## config.mk

```make
export PLATFORM = sky130hd
export DESIGN_NAME = dmem_arbiter_flat
export DESIGN_NICKNAME = d
export VERILOG_FILES = /design/src/rtl/dmem_arb_pkg.sv /design/src/rtl/dmem_arbiter_if.sv /design/src/rtl/dmem_arbiter_rr_arb2.sv /design/src/rtl/dmem_arbiter.sv /design/src/flat_wrapper.sv
export SDC_FILE = /design/constraint.sdc
export NUM_CORES = 1
export LEC_CHECK = 0
export CAP_MARGIN = 20
export CORE_MARGIN = 3
export CORE_UTILIZATION = 44
export DETAILED_ROUTE_END_ITERATION = 7
export PLACE_DENSITY = 0.84
export SLEW_MARGIN = 20
export SYNTH_ARGS = -nofsm -noshare
export SYNTH_HDL_FRONTEND = slang
export SYNTH_HIERARCHICAL = 1
export SYNTH_SLANG_ARGS = --single-unit
```

## constraint.sdc

```tcl
create_clock -name clk -period 3.95 [get_ports clk]
set_input_delay 0.79 -clock clk [delete_from_list [all_inputs] [get_ports clk]]
set_output_delay 0.79 -clock clk [all_outputs]
set_load 0.01 [all_outputs]
```

## src/rtl/dmem_arb_pkg.sv

```systemverilog
// Shared definitions for the data-memory arbiter slice.
//   DEF_ADDR_W / DEF_DATA_W : default memory address / data widths
//   state_t                 : access sequencer states
//   req_id_t, REQ_CORE/AUX  : requester identifiers (0 = load/store unit, 1 = debug/DMA)
package dmem_arb_pkg;

  localparam int DEF_ADDR_W = 4;
  localparam int DEF_DATA_W = 8;

  typedef enum logic [1:0] {
    IDLE   = 2'd0,
    ACCESS = 2'd1,
    ACK    = 2'd2
  } state_t;

  typedef logic req_id_t;

  localparam req_id_t REQ_CORE = 1'b0;
  localparam req_id_t REQ_AUX  = 1'b1;

endpackage

```

## src/rtl/dmem_arbiter_if.sv

```systemverilog
// Bus bundle between the two requesters, the arbiter and the data memory.
//   Req*/WE*/Addr*/DataIn* : requester commands (valid at the IDLE sampling edge)
//   Ack*/DataOut*          : one-cycle completion pulse and held read data
//   Mem_*                  : single-port memory control and data
//   Busy                   : arbiter is not idle
// Modport slave is the arbiter's view; master is the requesters'/memory's view.
interface dmem_arbiter_if
  import dmem_arb_pkg::*;
#(
  parameter int ADDR_W = DEF_ADDR_W,
  parameter int DATA_W = DEF_DATA_W
);

  logic              Req0;
  logic              WE0;
  logic [ADDR_W-1:0] Addr0;
  logic [DATA_W-1:0] DataIn0;
  logic              Ack0;
  logic [DATA_W-1:0] DataOut0;

  logic              Req1;
  logic              WE1;
  logic [ADDR_W-1:0] Addr1;
  logic [DATA_W-1:0] DataIn1;
  logic              Ack1;
  logic [DATA_W-1:0] DataOut1;

  logic              Mem_E;
  logic              Mem_WE;
  logic [ADDR_W-1:0] Mem_Addr;
  logic [DATA_W-1:0] Mem_DataIn;
  logic [DATA_W-1:0] Mem_DataOut;
  logic              Busy;

  modport slave (
    input  Req0, WE0, Addr0, DataIn0,
    input  Req1, WE1, Addr1, DataIn1,
    output Ack0, DataOut0, Ack1, DataOut1,
    output Mem_E, Mem_WE, Mem_Addr, Mem_DataIn, Busy,
    input  Mem_DataOut
  );

  modport master (
    output Req0, WE0, Addr0, DataIn0,
    output Req1, WE1, Addr1, DataIn1,
    input  Ack0, DataOut0, Ack1, DataOut1,
    input  Mem_E, Mem_WE, Mem_Addr, Mem_DataIn, Busy,
    output Mem_DataOut
  );

endinterface

```

## src/rtl/dmem_arbiter_rr_arb2.sv

```systemverilog
// Two-way round-robin picker.
//   req[1:0]  : request levels
//   advance   : commit the current pick as the new last grant
//   gnt_valid : at least one request present
//   gnt_id    : chosen requester; on a tie, the one not granted last
module rr_arb2
  import dmem_arb_pkg::*;
(
  input  logic       clk,
  input  logic       rst,
  input  logic [1:0] req,
  input  logic       advance,
  output logic       gnt_valid,
  output req_id_t    gnt_id
);

  req_id_t last_grant_q;

  always_comb begin
    gnt_valid = |req;
    if (req == 2'b11) gnt_id = ~last_grant_q;
    else              gnt_id = req[1] ? REQ_AUX : REQ_CORE;
  end

  // Reset to REQ_AUX so the load/store unit wins the first tie.
  always_ff @(posedge clk or posedge rst) begin
    if (rst)                       last_grant_q <= REQ_AUX;
    else if (advance && gnt_valid) last_grant_q <= gnt_id;
  end

endmodule

```

## src/rtl/dmem_arbiter.sv

```systemverilog
// Round-robin arbiter and access sequencer for the single-port data memory.
//   clk, rst : clock, asynchronous active-high reset
//   bus      : requester commands/acks and memory control (see dmem_arbiter_if)
// Each granted request runs IDLE -> ACCESS (one memory cycle) -> ACK (one-cycle
// pulse); every output is a flop so nothing combinational reaches the memory.
module dmem_arbiter
  import dmem_arb_pkg::*;
#(
  parameter int ADDR_W = DEF_ADDR_W,
  parameter int DATA_W = DEF_DATA_W
)(
  input logic           clk,
  input logic           rst,
  dmem_arbiter_if.slave bus
);

  state_t            state_q,    state_d;
  req_id_t           gnt_q,      gnt_d;
  logic              mem_e_q,    mem_e_d;
  logic              mem_we_q,   mem_we_d;
  logic [ADDR_W-1:0] mem_addr_q, mem_addr_d;
  logic [DATA_W-1:0] mem_din_q,  mem_din_d;
  logic [DATA_W-1:0] dout0_q,    dout0_d;
  logic [DATA_W-1:0] dout1_q,    dout1_d;
  logic              ack0_q,     ack0_d;
  logic              ack1_q,     ack1_d;
  logic              busy_q,     busy_d;

  logic    gnt_valid;
  req_id_t gnt_id;

  // The picker only commits while the sequencer is idle, so requests raised
  // during ACCESS/ACK simply wait for the next IDLE sample.
  rr_arb2 u_rr_arb2 (
    .clk       (clk),
    .rst       (rst),
    .req       ({bus.Req1, bus.Req0}),
    .advance   (state_q == IDLE),
    .gnt_valid (gnt_valid),
    .gnt_id    (gnt_id)
  );

  always_comb begin
    // NOTE: every signal gets a default before the case so no path leaves it
    // unassigned; otherwise synthesis would infer a latch.
    state_d    = state_q;
    gnt_d      = gnt_q;
    mem_e_d    = 1'b0;
    mem_we_d   = 1'b0;
    mem_addr_d = mem_addr_q;
    mem_din_d  = mem_din_q;
    dout0_d    = dout0_q;
    dout1_d    = dout1_q;
    ack0_d     = 1'b0;
    ack1_d     = 1'b0;

    case (state_q)
      IDLE: begin
        if (gnt_valid) begin
          state_d    = ACCESS;
          gnt_d      = gnt_id;
          mem_e_d    = 1'b1;
          mem_we_d   = (gnt_id == REQ_AUX) ? bus.WE1     : bus.WE0;
          mem_addr_d = (gnt_id == REQ_AUX) ? bus.Addr1   : bus.Addr0;
          mem_din_d  = (gnt_id == REQ_AUX) ? bus.DataIn1 : bus.DataIn0;
        end
      end
      ACCESS: begin
        // Read data is captured on the same edge a write would commit.
        if (!mem_we_q) begin
          if (gnt_q == REQ_AUX) dout1_d = bus.Mem_DataOut;
          else                  dout0_d = bus.Mem_DataOut;
        end
        ack0_d  = (gnt_q == REQ_CORE);
        ack1_d  = (gnt_q == REQ_AUX);
        state_d = ACK;
      end
      ACK:     state_d = IDLE;
      default: state_d = IDLE;
    endcase

    busy_d = (state_d != IDLE);
  end

  // NOTE: sequential state uses non-blocking assignments so every flop samples
  // the pre-edge values regardless of statement order.
  always_ff @(posedge clk or posedge rst) begin
    // NOTE: the asynchronous reset drops Mem_E at once, aborting an in-flight
    // write before its commit edge and suppressing any pending Ack.
    if (rst) begin
      state_q    <= IDLE;
      gnt_q      <= REQ_CORE;
      mem_e_q    <= 1'b0;
      mem_we_q   <= 1'b0;
      mem_addr_q <= '0;
      mem_din_q  <= '0;
      dout0_q    <= '0;
      dout1_q    <= '0;
      ack0_q     <= 1'b0;
      ack1_q     <= 1'b0;
      busy_q     <= 1'b0;
    end else begin
      state_q    <= state_d;
      gnt_q      <= gnt_d;
      mem_e_q    <= mem_e_d;
      mem_we_q   <= mem_we_d;
      mem_addr_q <= mem_addr_d;
      mem_din_q  <= mem_din_d;
      dout0_q    <= dout0_d;
      dout1_q    <= dout1_d;
      ack0_q     <= ack0_d;
      ack1_q     <= ack1_d;
      busy_q     <= busy_d;
    end
  end

  assign bus.Mem_E      = mem_e_q;
  assign bus.Mem_WE     = mem_we_q;
  assign bus.Mem_Addr   = mem_addr_q;
  assign bus.Mem_DataIn = mem_din_q;
  assign bus.DataOut0   = dout0_q;
  assign bus.DataOut1   = dout1_q;
  assign bus.Ack0       = ack0_q;
  assign bus.Ack1       = ack1_q;
  assign bus.Busy       = busy_q;

endmodule

```

## src/flat_wrapper.sv

```systemverilog
// flat-port wrapper written by rule: the top's interface ports become plain ports
module dmem_arbiter_flat import dmem_arb_pkg::*;
#(
  parameter int ADDR_W = DEF_ADDR_W,
  parameter int DATA_W = DEF_DATA_W
)
  (clk, rst, bus_Req0, bus_WE0, bus_Addr0, bus_DataIn0, bus_Req1, bus_WE1, bus_Addr1, bus_DataIn1, bus_Ack0, bus_DataOut0, bus_Ack1, bus_DataOut1, bus_Mem_E, bus_Mem_WE, bus_Mem_Addr, bus_Mem_DataIn, bus_Busy, bus_Mem_DataOut);
  dmem_arbiter_if #(.ADDR_W(ADDR_W), .DATA_W(DATA_W)) bus_i ();
  input logic clk;
  input logic rst;
  input wire logic [$bits(bus_i.Req0)-1:0] bus_Req0;
  input wire logic [$bits(bus_i.WE0)-1:0] bus_WE0;
  input wire logic [$bits(bus_i.Addr0)-1:0] bus_Addr0;
  input wire logic [$bits(bus_i.DataIn0)-1:0] bus_DataIn0;
  input wire logic [$bits(bus_i.Req1)-1:0] bus_Req1;
  input wire logic [$bits(bus_i.WE1)-1:0] bus_WE1;
  input wire logic [$bits(bus_i.Addr1)-1:0] bus_Addr1;
  input wire logic [$bits(bus_i.DataIn1)-1:0] bus_DataIn1;
  output wire logic [$bits(bus_i.Ack0)-1:0] bus_Ack0;
  output wire logic [$bits(bus_i.DataOut0)-1:0] bus_DataOut0;
  output wire logic [$bits(bus_i.Ack1)-1:0] bus_Ack1;
  output wire logic [$bits(bus_i.DataOut1)-1:0] bus_DataOut1;
  output wire logic [$bits(bus_i.Mem_E)-1:0] bus_Mem_E;
  output wire logic [$bits(bus_i.Mem_WE)-1:0] bus_Mem_WE;
  output wire logic [$bits(bus_i.Mem_Addr)-1:0] bus_Mem_Addr;
  output wire logic [$bits(bus_i.Mem_DataIn)-1:0] bus_Mem_DataIn;
  output wire logic [$bits(bus_i.Busy)-1:0] bus_Busy;
  input wire logic [$bits(bus_i.Mem_DataOut)-1:0] bus_Mem_DataOut;
  assign bus_i.Req0 = bus_Req0;
  assign bus_i.WE0 = bus_WE0;
  assign bus_i.Addr0 = bus_Addr0;
  assign bus_i.DataIn0 = bus_DataIn0;
  assign bus_i.Req1 = bus_Req1;
  assign bus_i.WE1 = bus_WE1;
  assign bus_i.Addr1 = bus_Addr1;
  assign bus_i.DataIn1 = bus_DataIn1;
  assign bus_Ack0 = bus_i.Ack0;
  assign bus_DataOut0 = bus_i.DataOut0;
  assign bus_Ack1 = bus_i.Ack1;
  assign bus_DataOut1 = bus_i.DataOut1;
  assign bus_Mem_E = bus_i.Mem_E;
  assign bus_Mem_WE = bus_i.Mem_WE;
  assign bus_Mem_Addr = bus_i.Mem_Addr;
  assign bus_Mem_DataIn = bus_i.Mem_DataIn;
  assign bus_Busy = bus_i.Busy;
  assign bus_i.Mem_DataOut = bus_Mem_DataOut;
  dmem_arbiter #(.ADDR_W(ADDR_W), .DATA_W(DATA_W)) u_core (.clk(clk), .rst(rst), .bus(bus_i));
endmodule
```

==> flow_summary_export.csv, run 1 <==
group,metric,value,unit
run_status,outcome,"finished clean",
critical_path,critPathKind,"in -> reg",
critical_path,crit_start,"bus_Req1",
clock_tree,clk_latency,0.34,ns
synthesis,synth_cells,99,
floorplanning,ios,71,
min_path,holdPathEnd,"u_core/bus.DataOut0[0]",
cells_and_area,diodes,0,
cells_and_area,fillCellCount,231,
critical_path,cp_max_fo,10,
timing,setup_viol,0,
critical_path,critPathTopFamily,"buffers and inverters",
synthesis,ys_warn_count,6,
cells_and_area,drive_gt1_share,30.7,%
clock_tree,path_clk_slew,0.10,ns
global_routing,grt_pass1_wl,6.04,mm
power,p_per_area,749,nW/um^2
min_path,hold_depth,1,
global_routing,antenna_found_initial,0,
critical_path,cp-start-kind,"input pin",
timing,fin_ws,1.58,ns
clock_tree,cts.hold.buffers_added,0,
clock_tree,cts_buffer_depth,2,
floorplanning,row_count,20,
global_routing,grt_remaining_overflow,0,
synthesis,ys_top_cells_by_area,"dfrtp_1 (58%), mux2_2 (30%), dfstp_2 (1.7%)",
critical_path,path_common_cell,"mux2_2",
critical_path,crit_path_end_kind,"flip-flop",
synthesis,synth-seq-cells,37,
floorplanning,initial_core_util,48.6,%
cells_and_area,nets,213,
clock_tree,cts_tree,"yes",
min_path,min_path_type,"reg -> reg",
timing,skew,0.00545,ns
flow_run,maxCapViolCount,0,
floorplanning,core,3200,sq um
floorplanning,design.die.area,4280,sq um
critical_path,rr_worst_depth,4,
routing,wl_per_cell,16.3,um
synthesis,yosys.area.top_type,"dfrtp_1",
critical_path,critical_path_buf_inv_count,2,
timing,period_needed,2.37,ns
timing,relSlewSlack,50.1,%
cells_and_area,multiInputGateArea,593,sq um
timing,drv_slew,0,
routing,first_pass_iters,4,
critical_path,cp_slowest_cell,"clkdlybuf4s50_1",
floorplanning,die_height,65.5,um
global_routing,track_usage,19.3,%
placement,dp_hpwl,2.79,mm
floorplanning,die_x,65.5,um
clock_tree,cts_buffers,5,
timing,rsz0062_at_grt,"no",
synthesis,synth.cell_area,1560,sq um
global_routing,grt_pass1_vias,1179,
critical_path,required,4.18,ns
routing,wl,3.59,mm
routing,post_drt_via_cell_ratio,4.90,
routing,vias,1078,
critical_path,cp_cell_sequence,"clkdlybuf4s50_1 -> a21boi_1 -> buf_4 -> mux2_2 -> mux2_2",
critical_path,max_stage_delay,0.50,ns
clock_tree,cts-htree-levels,2,
critical_path,worst_ep_arrival_time,2.60,ns
critical_path,r2r_slack,2.19,ns
min_path,hold_start,"u_core/bus.DataOut0[0]",
placement,numPortBuffers,70,
timing,setup_tns,0,ns
cells_and_area,synthToLayoutAreaGrowth,53.5,%
timing,fmaxAchievable,422,MHz
global_routing,grt_max_degree,37,
timing,hold_violations,0,
critical_path,reg2reg_from,"u_core/u_rr_arb2/last_grant_q",
critical_path,worst_r2r_endpoint,"u_core/bus.Mem_DataIn[1]",
routing,ant_nets,0,
synthesis,yosysTopAreaCellShare,57.9,%
synthesis,synth_fp_nets,137,
placement,pre_cts_slack,1.21,ns
clock_tree,cts.sinks,37,
clock_tree,post_cts_buffers,0,
routing,drtIter0Drc,28,
synthesis,yosysSeqAreaShare,59.6,%
clock_tree,root_buffer,"clkbuf_4",
synthesis,ys_types,21,
timing,period_share,60.0,%
power,leakage,0.990,nW
clock_tree,cts_resized,0,
power,irDropWorstVdd,411,uV
placement,gp_congestion,0.720,
routing,drc,0,
timing,worst_pin_slew,0.747,ns
synthesis,avgSynthCellArea,15.7,sq um
cells_and_area,seqCellArea,927,sq um
## routing by layer
metal	GRT usage (%)	share of wire [%]	vias up
li1	-	-	504
met1	19.9	35	532
met2	35.1	56	36
met3	7.18	7.0	6
met4	7.77	1.8	0
met5	0	0	-
## synth_stat cells
cell,instances
mux2_2,41
dfrtp_1,36
inv_1,3
nor2_1,2
a21boi_0,1
a21oi_1,1
a31oi_1,1
and2_1,1
and4bb_2,1
buf_2,1
buf_4,1
buf_6,1
dfstp_2,1
mux2i_1,1
nand2b_1,1
nor2b_1,1
nor3b_1,1
nor3b_4,1
nor4b_4,1
or2_1,1
or2b_1,1
## flip-flops by register name, indices dropped and copies added, names as in the netlist
name	flops
u_core/bus.DataOut0	8
u_core/bus.DataOut1	8
u_core/bus.Mem_DataIn	8
u_core/bus.Mem_Addr	4
u_core/state_q	2
u_core/bus.Ack0	1
u_core/bus.Ack1	1
u_core/bus.Busy	1
u_core/bus.Mem_E	1
u_core/bus.Mem_WE	1
u_core/gnt_q	1
u_core/u_rr_arb2/last_grant_q	1
## layout by cell type, fill, tap and decap left out
cell and count:
clkdlybuf4s50_1 70, inv_1 3, nor3b_4 1, or2_1 1, clkbuf_4 5, buf_4 2
a31oi_1 1, clkbuf_1 1, a21oi_1 1, nor2b_1 1, nand2b_1 1, and4bb_2 1
mux2_2 41, a21boi_1 1, dfstp_2 1, clkbuf_8 1, dfrtp_1 36, nor3b_1 1
and2_1 1, nor4b_4 1, mux2i_1 1, nor2_1 2, bufinv_16 1, or2b_1 1
## report_power, final
| group | switching (mW) | internal (mW) |
|---|---|---|
| sequential | 0.119 | 0.571 |
| clock | 0.121 | 0.151 |
| combinational | 0.292 | 0.534 |
## cell families after synthesis
logic type	count (synthesis)	synth area share, %
buf+inv	6	2.25
flops	37	59.6
mux	42	30.3
simple gates	11	6.60
compound gates	3	1.21
## cell type report
cell class | count | share of cell area (%)
clock buffer | 7 | 2.31
clock inverter | 1 | 1.26
inverter | 3 | 0.472
multi-input combinational | 56 | 24.8
sequential | 37 | 38.8
tap | 44 | 2.31
timing repair buffer | 72 | 30.0
## stage by stage
stage	std cells	hold WS, ns	instance area [sq um]	power, mW	util [%]
detailed placement	212	0.498	2300	1.53	71.9
floorplan	99	0.496	1560	1.09	-
CTS	220	0.521	2390	1.81	74.5
global placement	212	0.492	2300	1.50	71.9
finish	220	0.513	2390	1.79	74.5
global route	220	0.544	2390	1.90	74.5
## how the worst max path moves through the flow
stage	to	cells after the start	slack, ns
2_1_floorplan	u_core/bus.Mem_DataIn[0]	4	1.73
3_3_place_gp	u_core/bus.Mem_Addr[3]	5	1.29
3_5_place_dp	u_core/bus.Mem_DataIn[1]	5	1.21
4_1_cts	u_core/bus.Mem_DataIn[1]	5	1.58
5_1_grt	u_core/bus.Mem_DataIn[1]	5	1.51
6_report	u_core/bus.Mem_DataIn[1]	5	1.58
Note: power is estimated with default switching activity, not from simulation.
==> run 2: changes to the inputs <==
--- a/config.mk
+++ b/config.mk
@@ -7,9 +7,9 @@
 export LEC_CHECK = 0
 export CAP_MARGIN = 20
 export CORE_MARGIN = 3
-export CORE_UTILIZATION = 44
+export CORE_UTILIZATION = 37
 export DETAILED_ROUTE_END_ITERATION = 7
-export PLACE_DENSITY = 0.84
+export PLACE_DENSITY = 0.76
 export SLEW_MARGIN = 20
 export SYNTH_ARGS = -nofsm -noshare
 export SYNTH_HDL_FRONTEND = slang
==> constraint.sdc (replaced) <==
create_clock -name clk -period 1.97 [get_ports clk]
set_input_delay 0.394 -clock clk [delete_from_list [all_inputs] [get_ports clk]]
set_output_delay 0.394 -clock clk [all_outputs]
set_load 0.01 [all_outputs]
==> flow_summary_export.csv, run 2 (synthesis results as in run 1) <==
group,metric,value,unit
critical_path,crit_path_end_kind,"flip-flop",
clock_tree,cts.hold.buffers_added,0,
timing,relSlewSlack,59.6,%
floorplanning,ios,71,
power,leakage,1.02,nW
routing,wl,3.56,mm
critical_path,r2r_slack,0.37,ns
routing,vias,1079,
cells_and_area,diodes,0,
clock_tree,cts_buffer_depth,2,
global_routing,grt_max_degree,37,
timing,rsz0062_at_grt,"no",
clock_tree,cts.sinks,37,
cells_and_area,stdcell_area,2460,sq um
clock_tree,cts_buffers,5,
cells_and_area,drive_gt1_share,32.4,%
timing,skew,0.00617,ns
power,power,3.77,mW
critical_path,critPathKind,"in -> reg",
critical_path,reg2reg_from,"u_core/state_q[1]",
run_status,outcome,"finished clean",
floorplanning,row_count,22,
timing,drv_slew,0,
placement,gp_congestion,0.730,
cells_and_area,utilization,63.9,%
flow_run,maxCapViolCount,0,
cells_and_area,nets,216,
cells_and_area,synthToLayoutAreaGrowth,58.3,%
clock_tree,path_clk_slew,0.08,ns
timing,setup_viol,0,
placement,dp_hpwl,2.75,mm
global_routing,grt_remaining_overflow,0,
routing,drtIter0Drc,29,
min_path,min_path_type,"in -> async",
cells_and_area,final_common_cell,"clkdlybuf4s50_1",
routing,post_drt_via_cell_ratio,4.75,
clock_tree,root_buffer,"clkbuf_8",
critical_path,worst_ep_arrival_time,2.01,ns
power,irDropWorstVdd,814,uV
critical_path,rr_worst_depth,2,
floorplanning,core,3850,sq um
timing,hold_violations,0,
critical_path,required,2.13,ns
floorplanning,die_height,70.8,um
timing,setup_tns,0,ns
timing,period_needed,1.86,ns
routing,ant_nets,0,
cells_and_area,final_cell_mix,"clkdlybuf4s50_1 (70), mux2_2 (41), dfrtp_1 (36), clkbuf_8 (6), buf_4 (4)",
global_routing,antenna_found_initial,0,
clock_tree,cts-htree-levels,2,
timing,fmaxAchievable,539,MHz
global_routing,grt_pass1_wl,5.91,mm
clock_tree,cts_resized,0,
timing,period_share,94.2,%
routing,first_pass_iters,4,
global_routing,grt_pass1_vias,1217,
routing,wl_per_cell,15.7,um
routing,drc,0,
power,p_per_area,1530,nW/um^2
placement,numPortBuffers,70,
timing,worst_pin_slew,0.604,ns
clock_tree,clk_latency,0.28,ns
clock_tree,post_cts_buffers,0,
placement,dpl_cell_area,2340,sq um
floorplanning,initial_core_util,40.4,%
clock_tree,cts_tree,"yes",
critical_path,cp_max_fo,10,
floorplanning,design.die.area,5020,sq um
floorplanning,die_x,70.8,um
critical_path,worst_r2r_endpoint,"u_core/bus.DataOut0[3]",
global_routing,track_usage,15.1,%
critical_path,cp-start-kind,"input pin",
-- run 2: changes by cell type in the layout (fill, tap and decap cells not counted), sizes merged --
cell	previous run	this run
clkinvlp	0	1
clkbuf	7	6
buf	2	5
-- run 2: cell type report --
cell class              count  area, sq um
fillers                   297         1390
multi-input cells          56          593
clock buffers               6         82.6
repair buffers             75          751
clock inverters             2         37.5
inverters                   3         11.3
well taps                  48         60.1
flip-flops and latches     37          927
-- run 2: routing by layer --
metal,up-vias,GRT usage (%),part of all wire (%)
met1,546,16.6,37
li1,507,-,-
met3,2,3.27,4.1
met4,0,6.26,1.0
met2,24,27.7,58
met5,-,0,0
-- run 2: worst max-delay path by stage --
stage,startpoint,endpoint,depth (start not counted)
floorplan,bus_Req1,u_core/bus.Mem_DataIn[0],4
CTS,bus_Req1,u_core/bus.Mem_DataIn[5],5
detailed placement,bus_Req1,u_core/bus.Mem_DataIn[7],5
finish,bus_Req1,u_core/bus.Mem_DataIn[5],5
global route,bus_Req1,u_core/bus.Mem_DataIn[6],5
global placement,bus_Req1,u_core/bus.Mem_DataIn[5],5
-- run 2: power breakdown --
| part | switching, mW | internal [mW] | total, mW |
|---|---|---|---|
| clock network | 0.259 | 0.411 | 0.671 |
| logic | 0.594 | 1.12 | 1.72 |
| registers | 0.234 | 1.15 | 1.38 |
| total | 1.09 | 2.68 | 3.77 |
-- run 2: critical path, stage by stage --
cell and delay, ns:
clkdlybuf4s50_1 0.50, a21boi_1 0.25, buf_4 0.24, mux2_2 0.35, mux2_2 0.28
-- run 2: stage by stage --
| step | std cells | setup WS (ns) | hold slack, ns |
|---|---|---|---|
| 2_1_floorplan | 99 | 0.145 | 0.284 |
| 3_3_place_gp | 219 | -0.0536 | 0.492 |
| 3_5_place_dp | 219 | -0.168 | 0.496 |
| 4_1_cts | 227 | 0.116 | 0.437 |
| 5_1_grt | 227 | 0.0461 | 0.461 |
| 6_report | 227 | 0.115 | 0.438 |
==> RTL change 1, RTL diff (flow settings as in run 2) <==
Re-encode `state_t` (3 states) as one-hot, 3 bits wide.
--- a/src/rtl/dmem_arb_pkg.sv
+++ b/src/rtl/dmem_arb_pkg.sv
@@ -7,10 +7,10 @@
   localparam int DEF_ADDR_W = 4;
   localparam int DEF_DATA_W = 8;
 
-  typedef enum logic [1:0] {
-    IDLE   = 2'd0,
-    ACCESS = 2'd1,
-    ACK    = 2'd2
+  typedef enum logic [2:0] {
+    IDLE   = 3'b001,
+    ACCESS = 3'b010,
+    ACK    = 3'b100
   } state_t;
 
   typedef logic req_id_t;
Function: no difference found for any inputs over 10 cycles, from zero or initial values and one cycle with rst high; not proved beyond that.
==> RTL change 1 against run 2 <==
- synthesized cell count increased by 19%
- final area increased by 1.8%
- synthesized area increased by 6.0%
- largest cell class unchanged
- sequential share of layout area increased by 0.37 points
- via count increased by 6.1%
- register-to-register slack improved by 110 ps
- routed wire length decreased by 3.6%
- power about the same
- critical endpoint is now u_core/bus.Mem_DataIn[2]$_DFFE_PP0P_
- setup slack improved by 210 ps
- sequential cell count increased by 1
==> RTL change 1: results (changes against run 2) <==
stage;metric;value;unit;change
run_status;status;completed;;
timing;skew;8.98;ps;+2.81 ps
global_routing;antenna_found_initial;0;;unchanged
synthesis;synth_compound_gate_area_share;6.68;%;+5.5 points
setup_path;worstReg2RegEnd;u_core/bus.DataOut0[2]$_DFFE_PP0P_;;
routing;via_count;1145;;+6.1%
place;post-dp-hpwl;2570;um;-6.4%
finish;drive_above_1_share;23.2;%;-9.2 points
place;place.gp.congestion;0.774;;+6.1%
global_routing;grt_pass1_wl;5690;um;-3.7%
routing;drtIter0Drc;66;;+130%
place;placed_area;0.00240;mm2;+2.4%
synthesis;synth_fp_nets;156;;+14%
global_routing;grt_max_degree;38;;+2.7%
global_routing;grt_pass1_vias;1206;;-0.90%
routing;met3RoutedLength;363;um;+150%
clock_tree;cts_resized;0;;unchanged
pwr;p_leak;1.09;nW;+6.4%
pwr;vdd.ir_drop.worst;701;uV;-14%
finish;fin_cells;244;;+7.5%
setup_path;worstPathArrival;1850;ps;-160 ps
finish;finalNetCount;231;;+6.9%
setup_path;max_stage_delay;480;ps;-20 ps
routing;dr.pass1.iters;3;;-1
setup_path;ff2ff_path_depth;4;;+2
setup_path;reg2reg_slack;480;ps;+110 ps
routing;met1_length;1480;um;+11%
synthesis;yosysSeqAreaShare;57.9;%;-1.8 points
synthesis;muxShareOfSynthArea;21.3;%;-9.0 points
setup_path;reg2reg_from;u_core/state_q[2]$_DFF_PP0_;;
global_routing;gr-usage-all-layers;13.9;%;-1.1 points
synthesis;synthTopCellsByArea;dfrtp_1 55%, mux2i_1 7.9%, mux2_4 7.3%, mux2_2 6.2%, a21oi_2 3.7%;;
place;place_ws;17.2;ps;+185 ps
routing;met2_length;1560;um;-24%
synthesis;synth_common_cells;36 x dfrtp_1, 13 x mux2i_1, 13 x nor2_1, 9 x mux2_2, 8 x mux2_4;;
synthesis;synth_cells;118;;+19%
synthesis;synth_cell_types;23;;+9.5%
timing;hold_slack;438;ps;+0.384 ps
routing;wirelength;3440;um;-3.6%
timing;relSlewSlack;69.6;%;+10 points
clock_tree;ctsHtreeMaxLevel;2;;unchanged
setup_path;crit_fanout;27;;+17
[RTL change 1: critical path: cells and delay by family]
family          cells  cell delay [ps]
compound gates      1              120
buf+inv             2              820
simple gates        3              510
[RTL change 1: worst max-delay path by stage]
stage                     startpoint                                    to  slack, ps
final                       bus_Req1  u_core/bus.Mem_DataIn[2]$_DFFE_PP0P_        330
after global routing        bus_Req1    u_core/bus.Mem_Addr[2]$_DFFE_PP0P_        220
after CTS                   bus_Req1  u_core/bus.Mem_DataIn[2]$_DFFE_PP0P_        330
after detailed placement    bus_Req1  u_core/bus.Mem_DataIn[4]$_DFFE_PP0P_         20
after global placement      bus_Req1    u_core/bus.Mem_Addr[0]$_DFFE_PP0P_         80
after floorplan             bus_Req1    u_core/bus.Mem_Addr[0]$_DFFE_PP0P_        580
[RTL change 1: per-layer routing]
layer	vias to the layer above	GRT usage [%]
met1	523	18.4
met3	5	5.37
met4	0	4.92
li1	557	-
met5	-	0
met2	60	20.9
[RTL change 1: final cells by class]
type	count	area, um2
fill	320	1640
sequential	38	953
timing repair buffer	75	751
multi-input combinational	69	617
clock buffer	5	68.8
tap	50	62.6
clock inverter	3	40.0
inverter	4	15.0
[RTL change 1: power breakdown]
part	switching, mW	internal, mW
sequential	0.241	1.17
combinational	0.678	1.05
clock	0.265	0.372
total	1.18	2.59
[RTL change 1: kinds of logic (layout without fill, tap and decap cells)]
| family | Yosys count | after routing |
|---|---|---|
| AO/OA/AOI/OAI | 16 | 16 |
| buffers and inverters | 11 | 87 |
| flip-flops | 38 | 38 |
| multiplexers | 30 | 30 |
| AND/OR/NAND/NOR | 23 | 23 |
==> RTL change 2, RTL diff (settings of run 2) <==
Made on the original files. Set the package constant `DEF_ADDR_W` to 6 (it was 4).
--- a/src/rtl/dmem_arb_pkg.sv
+++ b/src/rtl/dmem_arb_pkg.sv
@@ -4,7 +4,7 @@
 //   req_id_t, REQ_CORE/AUX  : requester identifiers (0 = load/store unit, 1 = debug/DMA)
 package dmem_arb_pkg;
 
-  localparam int DEF_ADDR_W = 4;
+  localparam int DEF_ADDR_W = 6;
   localparam int DEF_DATA_W = 8;
 
   typedef enum logic [1:0] {
Ports: changed (resized bus_Addr0, bus_Addr1 and bus_Mem_Addr); port bits go from 71 to 77. No check against the original RTL was run, so the function may have changed too.
==> RTL change 2 against run 2 <==
- synthesized area grew 6.3%
- final area grew 4.9%
- count of clock-buffer cells in the layout is the same
- routed wire length grew 9.4%
- power grew 0.54%
- core utilization shrank 1.5 points
- final cell count grew 5.7%
- global-route usage grew 0.63 points
- clock power shrank 25%
- setup slack gained 64 ps
- highest routed layer unchanged
- via count grew 6.2%
- largest cell class unchanged
- non-clock buffer count grew 5
- first-iteration DRC count grew 45%
- sequential cell count grew 2
==> RTL change 2: results (changes against run 2) <==
stage;metric;value;unit;change
setup_path;crit_fanout;16;;+6
run_status;status;completed;;
finish;regArea;977;um2;+5.4%
routing;dr.pass1.iters;2;;-2
synthesis;yosysSeqAreaShare;59.1;%;-0.49 points
routing;drtIter0Drc;42;;+45%
finish;num-nonclk-buffers;80;;+6.7%
floorplanning;die_w;72.8;um;+2.8%
place;place_ws;-128;ps;+40.7 ps
synthesis;synth_fp_nets;149;;+8.8%
place;placed_area;0.00250;mm2;+6.7%
global_routing;grt_max_degree;39;;+5.4%
place;placed_cells;232;;+5.9%
pwr;switching_power;1.14;mW;+5.0%
global_routing;grt_use_met3;2.89;%;-0.37 points
place;numPortBuffers;76;;+8.6%
synthesis;synth_cell_types;18;;-14%
place;post-dp-hpwl;3130;um;+14%
global_routing;grt_pass1_wl;6290;um;+6.4%
routing;met3RoutedLength;126;um;-14%
finish;drive_above_1_share;32.1;%;-0.30 points
global_routing;grt_use_met1;17.5;%;+0.89 points
synthesis;avgSynthCellArea;15.4;um2;-1.7%
synthesis;synthTopCellsByArea;dfrtp_1 58%, mux2_2 31%, dfstp_2 1.6%, nor4b_4 1.4%, buf_6 1.4%;;
pwr;pwr-share-comb;48.4;%;+2.8 points
pwr;p_per_area;1470;mW/mm2;-4.2%
RTL change 2: cells by family after synthesis:
family          count (synthesis)  synth area share, %
mux                            46                 31.3
compound gates                  3                 1.14
flops                          39                 59.1
buf+inv                         8                 2.95
simple gates                   11                 5.53
RTL change 2: worst paths after layout:
check / from / to / slack (ps) / cells after the start
setup / recovery: bus_Req1 / u_core/bus.Mem_DataIn[2]$_DFFE_PP0P_ / 180 / 5
hold / removal: rst / u_core/u_rr_arb2/last_grant_q$_DFFE_PP1P_ / 440 / 2
setup reg to reg: u_core/state_q[1]$_DFF_PP0_ / u_core/bus.DataOut0[4]$_DFFE_PP0P_ / 380 / 2
hold reg to reg: u_core/bus.DataOut0[1]$_DFFE_PP0P_ / u_core/bus.DataOut0[1]$_DFFE_PP0P_ / 510 / 1
max in group asynchronous: rst / u_core/bus.Mem_Addr[3]$_DFFE_PP0P_ / 1080 / 3
min in group clk: u_core/bus.DataOut0[1]$_DFFE_PP0P_ / u_core/bus.DataOut0[1]$_DFFE_PP0P_ / 510 / 1
